===== src/rtl/stopwatch_pkg.sv =====
// Shared definitions for the stopwatch controller: mode encoding, BCD limits,
// digit width and small mode-decoding helpers.
package stopwatch_pkg;

  localparam int DIGIT_W = 4;

  localparam logic [DIGIT_W-1:0] TENS_MAX = 4'd5;
  localparam logic [DIGIT_W-1:0] ONES_MAX = 4'd9;

  typedef enum logic [1:0] {
    ST_RUN     = 2'd0,
    ST_PAUSED  = 2'd1,
    ST_ADJ_MIN = 2'd2,
    ST_ADJ_SEC = 2'd3
  } sw_state_e;

  // Mode requested by the switches: adjust beats pause, pause beats run.
  function automatic sw_state_e next_mode(input logic adj, input logic sel,
                                          input logic pause);
    sw_state_e res;
    res = ST_RUN;
    if (adj) begin
      res = sel ? ST_ADJ_SEC : ST_ADJ_MIN;
    end else if (pause) begin
      res = ST_PAUSED;
    end
    return res;
  endfunction

  function automatic logic is_adj(input sw_state_e s);
    return (s == ST_ADJ_MIN) || (s == ST_ADJ_SEC);
  endfunction

endpackage


===== src/rtl/stopwatch_bcd60_cnt.sv =====
// Two-digit BCD counter 00..59 with clear (priority over increment) and a
// combinational carry flagging the 59 -> 00 wrap in the current cycle.
module bcd60_cnt
  import stopwatch_pkg::*;
(
  input  logic               clk,
  input  logic               rst_n,
  input  logic               clr,
  input  logic               inc,
  output logic [DIGIT_W-1:0] tens,
  output logic [DIGIT_W-1:0] ones,
  output logic               carry
);

  logic [DIGIT_W-1:0] tens_q, tens_d;
  logic [DIGIT_W-1:0] ones_q, ones_d;
  logic               at_max;

  // >= rather than == so an out-of-range value can never persist
  assign at_max = (tens_q >= TENS_MAX) && (ones_q >= ONES_MAX);
  assign carry  = inc && at_max;
  assign tens   = tens_q;
  assign ones   = ones_q;

  // Next digit values: clear, else ripple the ones digit into the tens digit
  always_comb begin
    tens_d = tens_q;
    ones_d = ones_q;
    if (clr) begin
      tens_d = '0;
      ones_d = '0;
    end else if (inc) begin
      if (ones_q >= ONES_MAX) begin
        ones_d = '0;
        if (tens_q >= TENS_MAX) begin
          tens_d = '0;
        end else begin
          tens_d = tens_q + 4'd1;
        end
      end else begin
        ones_d = ones_q + 4'd1;
      end
    end
  end

  // Digit registers with synchronous active-low reset
  always_ff @(posedge clk) begin
    if (!rst_n) begin
      tens_q <= '0;
      ones_q <= '0;
    end else begin
      tens_q <= tens_d;
      ones_q <= ones_d;
    end
  end

endmodule


===== src/rtl/stopwatch_ctrl.sv =====
// Stopwatch controller: four-mode FSM (run, paused, adjust minutes, adjust
// seconds) steering two BCD 00..59 counters. The counter action is taken from
// the registered mode, so switch changes act one cycle later.
// Optional feature macro: STOPWATCH_BLINK_EN adds a blink phase register that
// blanks the field being adjusted; without it both blink outputs are 0.
module stopwatch_ctrl
  import stopwatch_pkg::*;
(
  input  logic               clk,
  input  logic               rst_n,
  input  logic               tick_1hz,
  input  logic               tick_2hz,
  input  logic               clr_d,
  input  logic               pause_d,
  input  logic               adj_d,
  input  logic               sel_d,
  output logic [DIGIT_W-1:0] min_tens,
  output logic [DIGIT_W-1:0] min_ones,
  output logic [DIGIT_W-1:0] sec_tens,
  output logic [DIGIT_W-1:0] sec_ones,
  output logic               blink_min,
  output logic               blink_sec,
  output logic [1:0]         mode
);

  sw_state_e state_q, state_d;
  logic      sec_inc;
  logic      min_inc;
  logic      sec_carry;
  logic      min_carry_unused;  // minute wrap has nowhere to go

  // Next mode follows the switches every cycle, no intermediate states
  always_comb begin
    state_d = next_mode(adj_d, sel_d, pause_d);
  end

  // Mode register
  always_ff @(posedge clk) begin
    if (!rst_n) begin
      state_q <= ST_RUN;
    end else begin
      state_q <= state_d;
    end
  end

  assign mode = state_q;

  // Seconds advance on the 1 Hz tick when running, on the 2 Hz tick in ADJ_SEC
  always_comb begin
    sec_inc = 1'b0;
    case (state_q)
      ST_RUN:     sec_inc = tick_1hz;
      ST_ADJ_SEC: sec_inc = tick_2hz;
      default:    sec_inc = 1'b0;
    endcase
  end

  // Minutes take the seconds carry only when running (adjusting never carries)
  assign min_inc = ((state_q == ST_RUN) && sec_carry) ||
                   ((state_q == ST_ADJ_MIN) && tick_2hz);

  bcd60_cnt u_sec (
    .clk   (clk),
    .rst_n (rst_n),
    .clr   (clr_d),
    .inc   (sec_inc),
    .tens  (sec_tens),
    .ones  (sec_ones),
    .carry (sec_carry)
  );

  bcd60_cnt u_min (
    .clk   (clk),
    .rst_n (rst_n),
    .clr   (clr_d),
    .inc   (min_inc),
    .tens  (min_tens),
    .ones  (min_ones),
    .carry (min_carry_unused)
  );

`ifdef STOPWATCH_BLINK_EN
  logic phase_q, phase_d;

  // Phase toggles on each 2 Hz tick while heading into an adjust mode and is
  // forced to 0 on the edge that enters any non-adjust mode
  always_comb begin
    phase_d = 1'b0;
    if (is_adj(state_d)) begin
      phase_d = phase_q ^ tick_2hz;
    end
  end

  // Blink phase register
  always_ff @(posedge clk) begin
    if (!rst_n) begin
      phase_q <= 1'b0;
    end else begin
      phase_q <= phase_d;
    end
  end

  assign blink_min = phase_q && (state_q == ST_ADJ_MIN);
  assign blink_sec = phase_q && (state_q == ST_ADJ_SEC);
`else
  assign blink_min = 1'b0;
  assign blink_sec = 1'b0;
`endif

endmodule


===== config.mk =====
export PLATFORM = sky130hd
export DESIGN_NAME = stopwatch_ctrl
export DESIGN_NICKNAME = d
export VERILOG_FILES = /design/src/rtl/stopwatch_pkg.sv /design/src/rtl/stopwatch_bcd60_cnt.sv /design/src/rtl/stopwatch_ctrl.sv
export SDC_FILE = /design/constraint.sdc
export NUM_CORES = 1
export LEC_CHECK = 0
export ABC_AREA = 1
export CORE_AREA = 2 2 55 57
export CTS_CLUSTER_DIAMETER = 30
export CTS_CLUSTER_SIZE = 28
export DETAILED_ROUTE_END_ITERATION = 10
export DIE_AREA = 0 0 57 59
export DONT_BUFFER_PORTS = 1
export SYNTH_ARGS = -nofsm -noshare
export SYNTH_HDL_FRONTEND = slang
export SYNTH_HIERARCHICAL = 1
export SYNTH_SLANG_ARGS = --single-unit

===== constraint.sdc =====
create_clock -name clk -period 2.3 [get_ports clk]
set_input_delay 0.575 -clock clk [delete_from_list [all_inputs] [get_ports clk]]
set_output_delay 0.575 -clock clk [all_outputs]
set_load 0.005 [all_outputs]

==> out/results.tsv, run 1 <==
metric	value	unit
r2r setup slk	0.28	ns
met3 Usage GRT	4.37	%
Place WS	0.286	ns
CTS tree	built	
Yosys warning count	6	
worst path bufs/invs	5	
chip height	59	um
sw frac	24.0	%
crit path launch	mode[0]	
Starting Density	44.5	%
core area	2710	um^2
Critical Path AT	2.23	ns
Rows	19	
Fillers	293	
htree depth	1	
drc violations	0	
GR Util met2	26.4	%
power per cell area	440	nW/um^2
Worst Slack Setup Final	0.284	ns
Final Hold Slack	0.364	ns
worst hold path depth	2	
# Max-Cap Violations	0	
Vias	980	
crit-path cells	inv_1, ha_1, a21oi_2, nand2_1, clkinv_2, nand2_4, a21oi_1, nand2_1, nand2_1, nand2_1, clkinv_2, nand2_4, inv_4, nand2_1, inv_1, nor2_1	
area of the multi-input gates	699	um^2
run status	completed	
hold path start	adj_d	
Bufs on Longest Clock Path	2	
Worst setup SP type	register	
combinational power share	7.1	%
Mapped Area	1210	um^2
CP endpoint kind	register	
die width	57	um
area grow syn2layout	5.91	%
cell family with most CP delay	simple AND/OR/NAND/NOR gates	
Worst Path Required	2.51	ns
RSZ-0062 raised after global routing	no	
clk slew on worst S/H paths	0.12	ns
Worst-Skew Late Latency	0.30	ns
# diodes	0	
Final Critical Period	2.02	ns
Peak Freq	496	MHz
maximum VDD drop	0.315	mV
Sequential Power Share	56.8	%
Nets	198	
Routed Antenna Nets	0	
clock power share	36.1	%
Syn Area/Cell	7.10	um^2
clk sinks	18	
P_int	0.000428	W
placer congestion estimate	0.818	
skew final	0.00659	ns
All-Layer GR Usage	14.7	%
Net Switching	0.000135	W
CP Max Fanout	6	
die area	3360	um^2
Root Buffer	clkbuf_4	
Worst Hold Endpoint	mode[1]	
I/O Pins	28	
Cells after Synth	170	
Worst path slowest cell	dfxtp_1	
GR peak layer	met2	
layout cells sized above 1	16.1	%
period utilization	87.6	%
CP max stage delay	0.39	ns
Finished Cell Area	1280	um^2
hpwl dp	1790	um
total gr overflow	0	
P_leak	0.732	nW
final setup violation count	0	
Max Slew Vio Count	0	
DR iter-0 viols	15	
iteration count of the initial detailed-routing pass	4	
reg-to-reg critical path startpoint	mode[0]	
reg2reg end	u_min/tens[3]	
Routed WL	2240	um
largest net degree at the start of global routing	11	
wire per inst	10.9	um
number of global-route vias before repair	963	
Placement Cell Area	1240	um^2
storage element area	360	um^2
CTS buffer count	3	
setup bufs post-CTS	0	
Hold Violations, Final	0	
setup TNS	0	ns
CTS Hold Buffers Added	0	
first-pass GRT wire length	3900	um
CTS resizes	0	
worst r2r path cells	16	
Critical Path Most Common Cell	nand2_1	
HP Class	input pin to register	
initial antenna violation count	0	
vias per cell	4.78	
Setup CP Type	register to register	
I/O Buffers	0	
Pwr Total	0.000562	W
met1 Use GR	16.7	%
stage by stage:
stage	util, %	cells
after detailed placement	45.8	201
after global placement	45.8	201
after CTS	47.1	205
after floorplan	-	171
final	47.1	205
after global routing	47.1	205
worst reg2reg max path, stage by stage, from the launching register on:
cell and delay (ns):
dfxtp_1 0.39, inv_1 0.08, ha_1 0.31, a21oi_2 0.13
nand2_1 0.08, clkinv_2 0.07, nand2_4 0.08, a21oi_1 0.13
nand2_1 0.06, nand2_1 0.17, nand2_1 0.09, clkinv_2 0.07
nand2_4 0.07, inv_4 0.08, nand2_1 0.05, inv_1 0.05
nor2_1 0.03
layout make-up:
cell class                      instances  share of cell area [%]
Multi-Input combinational cell        117                    54.8
Clock buffer                            4                    2.84
Timing Repair Buffer                    1                   0.588
Sequential cell                        18                    28.2
Tap cell                               31                    3.04
Inverter                               34                    10.6
flip-flops by register name, summed over array words and instances, names as in the netlist:
name        count
mode            2
u_min/ones      4
u_min/tens      4
u_sec/ones      4
u_sec/tens      4
worst max-delay path by stage:
stage / depth (start not counted) / to / slack, ns
2_1_floorplan: 16 / u_min/tens[2] / 0.38
3_3_place_gp: 16 / u_min/tens[3] / 0.36
3_5_place_dp: 16 / u_min/tens[3] / 0.29
4_1_cts: 16 / u_min/tens[3] / 0.26
5_1_grt: 16 / u_min/tens[3] / 0.02
6_report: 16 / u_min/tens[3] / 0.28
placed cells by master, fill, tap and decap left out:
master    instances
nand3_1          10
a21oi_2           1
clkbuf_8          1
nor2_1           20
o21ai_0           2
a21oi_1           1
dfxtp_1          18
ha_1             15
nand2_4           2
buf_4             1
inv_2             2
nor2_8            2
inv_1            28
clkbuf_4          3
conb_1            2
mux2i_1           2
clkinv_2          2
nor2_2            4
nor3_2            2
nand2_2           6
xor2_1            2
inv_4             2
nand2_1          46
layer usage:
layer  up-vias  share of wire, %
met5         -                 0
met4         0              0.71
met3         2               6.1
met2        26                46
met1       443                47
li1        509                 -
power groups by stage:
stage                     combinational (W)  sequential, W  clock [W]
after floorplan                   0.0000346       0.000326          0
after global placement            0.0000388       0.000327          0
after detailed placement          0.0000401       0.000327          0
after CTS                         0.0000404       0.000320   0.000214
after global routing              0.0000456       0.000320   0.000225
final                             0.0000401       0.000319   0.000203
No activity file was read; power rests on OpenSTA's default activity.
==> run 2: changes to the inputs <==
--- a/config.mk
+++ b/config.mk
@@ -7,6 +7,7 @@
 export LEC_CHECK = 0
 export ABC_AREA = 1
 export CORE_AREA = 2 2 55 57
+export CTS_BUF_LIST = sky130_fd_sc_hd__clkbuf_8
 export CTS_CLUSTER_DIAMETER = 30
 export CTS_CLUSTER_SIZE = 28
 export DETAILED_ROUTE_END_ITERATION = 10
==> run 2 against run 1 <==
First-iteration DRC count rose by 60%; non-clock buffer count did not move; die area did not move; register-to-register slack barely moved; critical path type unchanged; critical endpoint unchanged.
==> out/results.tsv, run 2 (synthesis results as in run 1) <==
metric	value	unit	change
CTS buffer count	3		unchanged
hpwl dp	1790	um	unchanged
Vias	973		-0.71%
iteration count of the initial detailed-routing pass	4		unchanged
# Max-Cap Violations	0		unchanged
setup bufs post-CTS	0		unchanged
CTS Hold Buffers Added	0		unchanged
area grow syn2layout	7.47	%	
die area	3360	um^2	unchanged
Starting Density	44.5	%	unchanged
run status	completed		
die width	57	um	unchanged
Worst Path Required	2.45	ns	-0.06 ns
All-Layer GR Usage	15.0	%	+0.37 points
initial antenna violation count	0		unchanged
clk sinks	18		unchanged
drc violations	0		unchanged
setup TNS	0	ns	unchanged
chip height	59	um	unchanged
CP Max Fanout	6		unchanged
Rows	19		unchanged
skew final	0.00333	ns	-0.00325 ns
Bufs on Longest Clock Path	2		unchanged
layout cells sized above 1	16.1	%	unchanged
htree depth	1		unchanged
RSZ-0062 raised after global routing	no		
CP max stage delay	0.37	ns	-0.02 ns
placer congestion estimate	0.818		unchanged
Final Hold Slack	0.416	ns	+0.0523 ns
Hold Violations, Final	0		unchanged
I/O Pins	28		unchanged
DR iter-0 viols	24		+9
P_int	0.000483	W	+13%
CP endpoint	u_min/tens[3]		
clk slew on worst S/H paths	0.07	ns	-0.05 ns
crit-path cells	inv_1, ha_1, a21oi_2, nand2_1, clkinv_2, nand2_4, a21oi_1, nand2_1, nand2_1, nand2_1, clkinv_2, nand2_4, inv_4, nand2_1, inv_1, nor2_1		
largest net degree at the start of global routing	11		unchanged
crit path launch	mode[0]		
HP Class	input pin to register		
worst hold path depth	2		unchanged
total gr overflow	0		unchanged
Critical Path AT	2.17	ns	-0.06 ns
CTS tree	built		
Worst-Skew Late Latency	0.25	ns	-0.05 ns
Setup CP Type	register to register		
reg2reg end	u_min/tens[3]		
vias per cell	4.75		-0.71%
Max Slew Vio Count	0		unchanged
Net Switching	0.000139	W	+2.9%
Routed WL	2250	um	+0.36%
Peak Freq	496	MHz	about the same
Nets	198		unchanged
wire per inst	11.0	um	+0.36%
core area	2710	um^2	unchanged
most frequent cells in the layout	46 x nand2_1, 28 x inv_1, 20 x nor2_1		
Routed Antenna Nets	0		unchanged
combinational power share	6.5	%	-0.6 points
maximum VDD drop	0.329	mV	+4.3%
clock power share	42.2	%	+6.1 points
number of global-route vias before repair	966		+0.31%
commonest non-fill, non-tap cell in the layout	nand2_1		
worst r2r path cells	16		unchanged
Worst path slowest cell	dfxtp_1		
final setup violation count	0		unchanged
Final Critical Period	2.02	ns	+0.00133 ns
reg-to-reg critical path startpoint	mode[0]		
sw frac	22.3	%	-1.7 points
Sequential Power Share	51.3	%	-5.5 points
I/O Buffers	0		unchanged
# diodes	0		unchanged
CP endpoint kind	register		
period utilization	87.7	%	about the same
Root Buffer	clkbuf_8		
r2r setup slk	0.28	ns	about the same
first-pass GRT wire length	3940	um	+1.1%
Critical Path Most Common Cell	nand2_1		
Worst setup SP type	register		
power per cell area	480	nW/um^2	+9.0%
CTS resizes	0		unchanged
P_leak	0.740	nW	+1.1%
## run 2: final cells by class
type                    instances  area (um^2)
repair buffers                  1         7.51
inverters                      34          135
fillers                       285         1410
multi-input cells             117          699
clock buffers                   4         55.1
well taps                      31         38.8
flip-flops and latches         18          360
## run 2: how the worst min path moves through the flow
stage | startpoint | endpoint | slack, ns
after floorplan | u_min/ones[3] | u_min/ones[3] | 0.52
after global placement | u_sec/ones[3] | u_sec/ones[3] | 0.58
final | adj_d | mode[1] | 0.42
after global routing | rst_n | mode[0] | 0.42
after CTS | adj_d | mode[1] | 0.41
after detailed placement | u_sec/ones[3] | u_sec/ones[3] | 0.58
## run 2: worst max-delay path, delay by kind of cell (launching register included)
| kind | cells | cell delay [ns] |
|---|---|---|
| compound gates | 2 | 0.25 |
| fa+ha+maj | 1 | 0.31 |
| simple gates | 8 | 0.62 |
| buf+inv | 5 | 0.34 |
| flops | 1 | 0.37 |
## run 2: through the flow
step	utilization (%)	instance area, um^2	cells	worst slack, ns	power [W]
detailed placement	45.8	1240	201	0.286	0.000367
global route	47.8	1300	205	0.0156	0.000654
floorplan	-	1210	171	0.379	0.000360
global placement	45.8	1240	201	0.364	0.000365
CTS	47.8	1300	205	0.263	0.000634
finish	47.8	1300	205	0.283	0.000622
## run 2: power groups by stage
stage	Combinational, W	Clock [W]	Sequential [W]
floorplan	0.0000346	0	0.000326
global placement	0.0000388	0	0.000327
detailed placement	0.0000401	0	0.000327
CTS	0.0000404	0.000275	0.000319
global route	0.0000457	0.000288	0.000320
finish	0.0000401	0.000263	0.000319
## run 2: layer usage
layer	global-route usage (%)	part of all wire (%)	routed length, um	vias up
met2	26.3	47	1050	27
met3	4.37	6.3	142	2
met1	16.8	46	1030	437
li1	-	-	-	507
met4	7.31	1.2	27	0
met5	0	0	0	-
==> run 3: changes to the inputs <==
--- a/config.mk
+++ b/config.mk
@@ -6,12 +6,12 @@
 export NUM_CORES = 1
 export LEC_CHECK = 0
 export ABC_AREA = 1
-export CORE_AREA = 2 2 55 57
+export CORE_AREA = 2 2 46 69
 export CTS_BUF_LIST = sky130_fd_sc_hd__clkbuf_8
 export CTS_CLUSTER_DIAMETER = 30
 export CTS_CLUSTER_SIZE = 28
 export DETAILED_ROUTE_END_ITERATION = 10
-export DIE_AREA = 0 0 57 59
+export DIE_AREA = 0 0 48 71
 export DONT_BUFFER_PORTS = 1
 export SYNTH_ARGS = -nofsm -noshare
 export SYNTH_HDL_FRONTEND = slang
==> run 3 against run 2 <==
Sequential cell count unchanged; global-route usage decreased by 0.14 points; core utilization decreased by 2.0 points; worst hold slack improved by 0.010 ns; final cell count increased by 3.9%; sequential power about the same; design area increased by 0.77%; combinational power about the same; critical path depth unchanged; register-to-register slack about the same; clock skew about the same; first-iteration DRC count decreased by 83%; critical path type unchanged; critical endpoint is now u_min/tens[0].
==> out/results.tsv, run 3 (synthesis results as in run 1) <==
metric	value	unit	change
die width	48	um	-16%
Place WS	0.292	ns	+0.00572 ns
P_leak	0.740	nW	unchanged
CTS resizes	0		unchanged
maximum VDD drop	0.167	mV	-49%
sw frac	22.5	%	+0.21 points
setup TNS	0	ns	unchanged
drc violations	0		unchanged
core area	2850	um^2	+5.3%
P_int	0.000483	W	about the same
I/O Pins	28		unchanged
Final Hold Slack	0.426	ns	+0.0103 ns
Setup CP Type	register to register		
most frequent cells in the layout	46 x nand2_1, 28 x inv_1, 20 x nor2_1		
hpwl dp	1830	um	+2.6%
area grow syn2layout	8.30	%	
vias per cell	4.51		-4.9%
clk sinks	18		unchanged
CTS buffer count	3		unchanged
CTS Hold Buffers Added	0		unchanged
HP Class	input pin to register		
Starting Density	42.3	%	-2.2 points
Max Slew Vio Count	0		unchanged
Net Switching	0.000141	W	+1.3%
initial antenna violation count	0		unchanged
skew final	0.00292	ns	-0.000413 ns
power per cell area	478	nW/um^2	-0.43%
first-pass GRT wire length	3690	um	-6.3%
Sequential Power Share	51.2	%	about the same
wire per inst	10.4	um	-5.4%
Worst Path Required	2.46	ns	about the same
non-filler instance count after layout	213		+3.9%
I/O Buffers	0		unchanged
Finished Cell Area	1310	um^2	+0.77%
placed cells	209		+4.0%
die area	3410	um^2	+1.3%
Worst Slack Setup Final	0.288	ns	+0.00466 ns
All-Layer GR Usage	14.9	%	-0.14 points
iteration count of the initial detailed-routing pass	3		-1
combinational power share	6.5	%	about the same
largest net degree at the start of global routing	11		unchanged
htree depth	1		unchanged
Placement Cell Area	1250	um^2	+0.81%
final setup violation count	0		unchanged
clk slew on worst S/H paths	0.07	ns	about the same
layout cells sized above 1	16.1	%	unchanged
Routed Antenna Nets	0		unchanged
total gr overflow	0		unchanged
Root Buffer	clkbuf_8		
commonest non-fill, non-tap cell in the layout	nand2_1		
CTS tree	built		
chip height	71	um	+20%
Final Critical Period	2.01	ns	-0.00466 ns
run status	completed		
Bufs on Longest Clock Path	2		unchanged
Routed WL	2210	um	-1.7%
placer congestion estimate	0.802		-2.0%
Vias	961		-1.2%
RSZ-0062 raised after global routing	no		
Peak Freq	497	MHz	+0.23%
Worst setup SP type	register		
Hold Violations, Final	0		unchanged
setup bufs post-CTS	0		unchanged
number of global-route vias before repair	976		+1.0%
Worst-Skew Late Latency	0.26	ns	about the same
period utilization	87.5	%	-0.20 points
Rows	24		+5
# Max-Cap Violations	0		unchanged
# diodes	0		unchanged
CP endpoint kind	register		
clock power share	42.3	%	about the same
DR iter-0 viols	4		-83%
CP Max Fanout	6		unchanged
Critical Path AT	2.17	ns	about the same
Nets	198		unchanged
## run 3: cell counts in the layout (fill, tap and decap cells not counted)
No cell type changed its count.
## run 3: per-layer routing
metal	vias to the layer above	global-route usage, %	part of all wire, %
met4	0	7.81	2.5
met5	-	0	0
li1	506	-	-
met1	429	13.7	37
met2	20	27.0	54
met3	6	4.08	5.9
## run 3: layout make-up
type,count,area [um^2]
fill,313,1550
multi-input combinational,117,699
sequential,18,360
inverter,34,135
clock buffer,4,55.1
tap,39,48.8
timing repair buffer,1,7.51
## run 3: stage by stage
stage	util [%]	power, W
finish	45.8	0.000624
global route	45.8	0.000650
CTS	45.8	0.000635
detailed placement	43.9	0.000368
global placement	43.9	0.000366
floorplan	-	0.000360
## run 3: final timing paths
kind | from | endpoint | slack, ns | cells after the start
hold / removal | adj_d | mode[1] | 0.43 | 2
hold reg to reg | u_sec/ones[1] | u_sec/ones[1] | 0.59 | 2
setup reg to reg | mode[0] | u_min/tens[0] | 0.29 | 16
setup / recovery | mode[0] | u_min/tens[0] | 0.29 | 16
## run 3: power groups by stage
stage | clock network (W) | registers (W) | logic (W)
2_1_floorplan | 0 | 0.000326 | 0.0000346
3_3_place_gp | 0 | 0.000327 | 0.0000398
3_5_place_dp | 0 | 0.000327 | 0.0000410
4_1_cts | 0.000275 | 0.000320 | 0.0000412
5_1_grt | 0.000283 | 0.000320 | 0.0000464
6_report | 0.000264 | 0.000320 | 0.0000404
## run 3: worst max-delay path, stage by stage (launching register included)
cell and delay (ns):
dfxtp_1 0.39, inv_1 0.08, ha_1 0.31, a21oi_2 0.13, nand2_1 0.08, clkinv_2 0.07
nand2_4 0.07, a21oi_1 0.12, nand2_1 0.06, nand2_1 0.15, nand2_1 0.09, clkinv_2 0.07
nand2_4 0.07, inv_4 0.08, nand2_1 0.06, inv_1 0.05, nor2_1 0.04
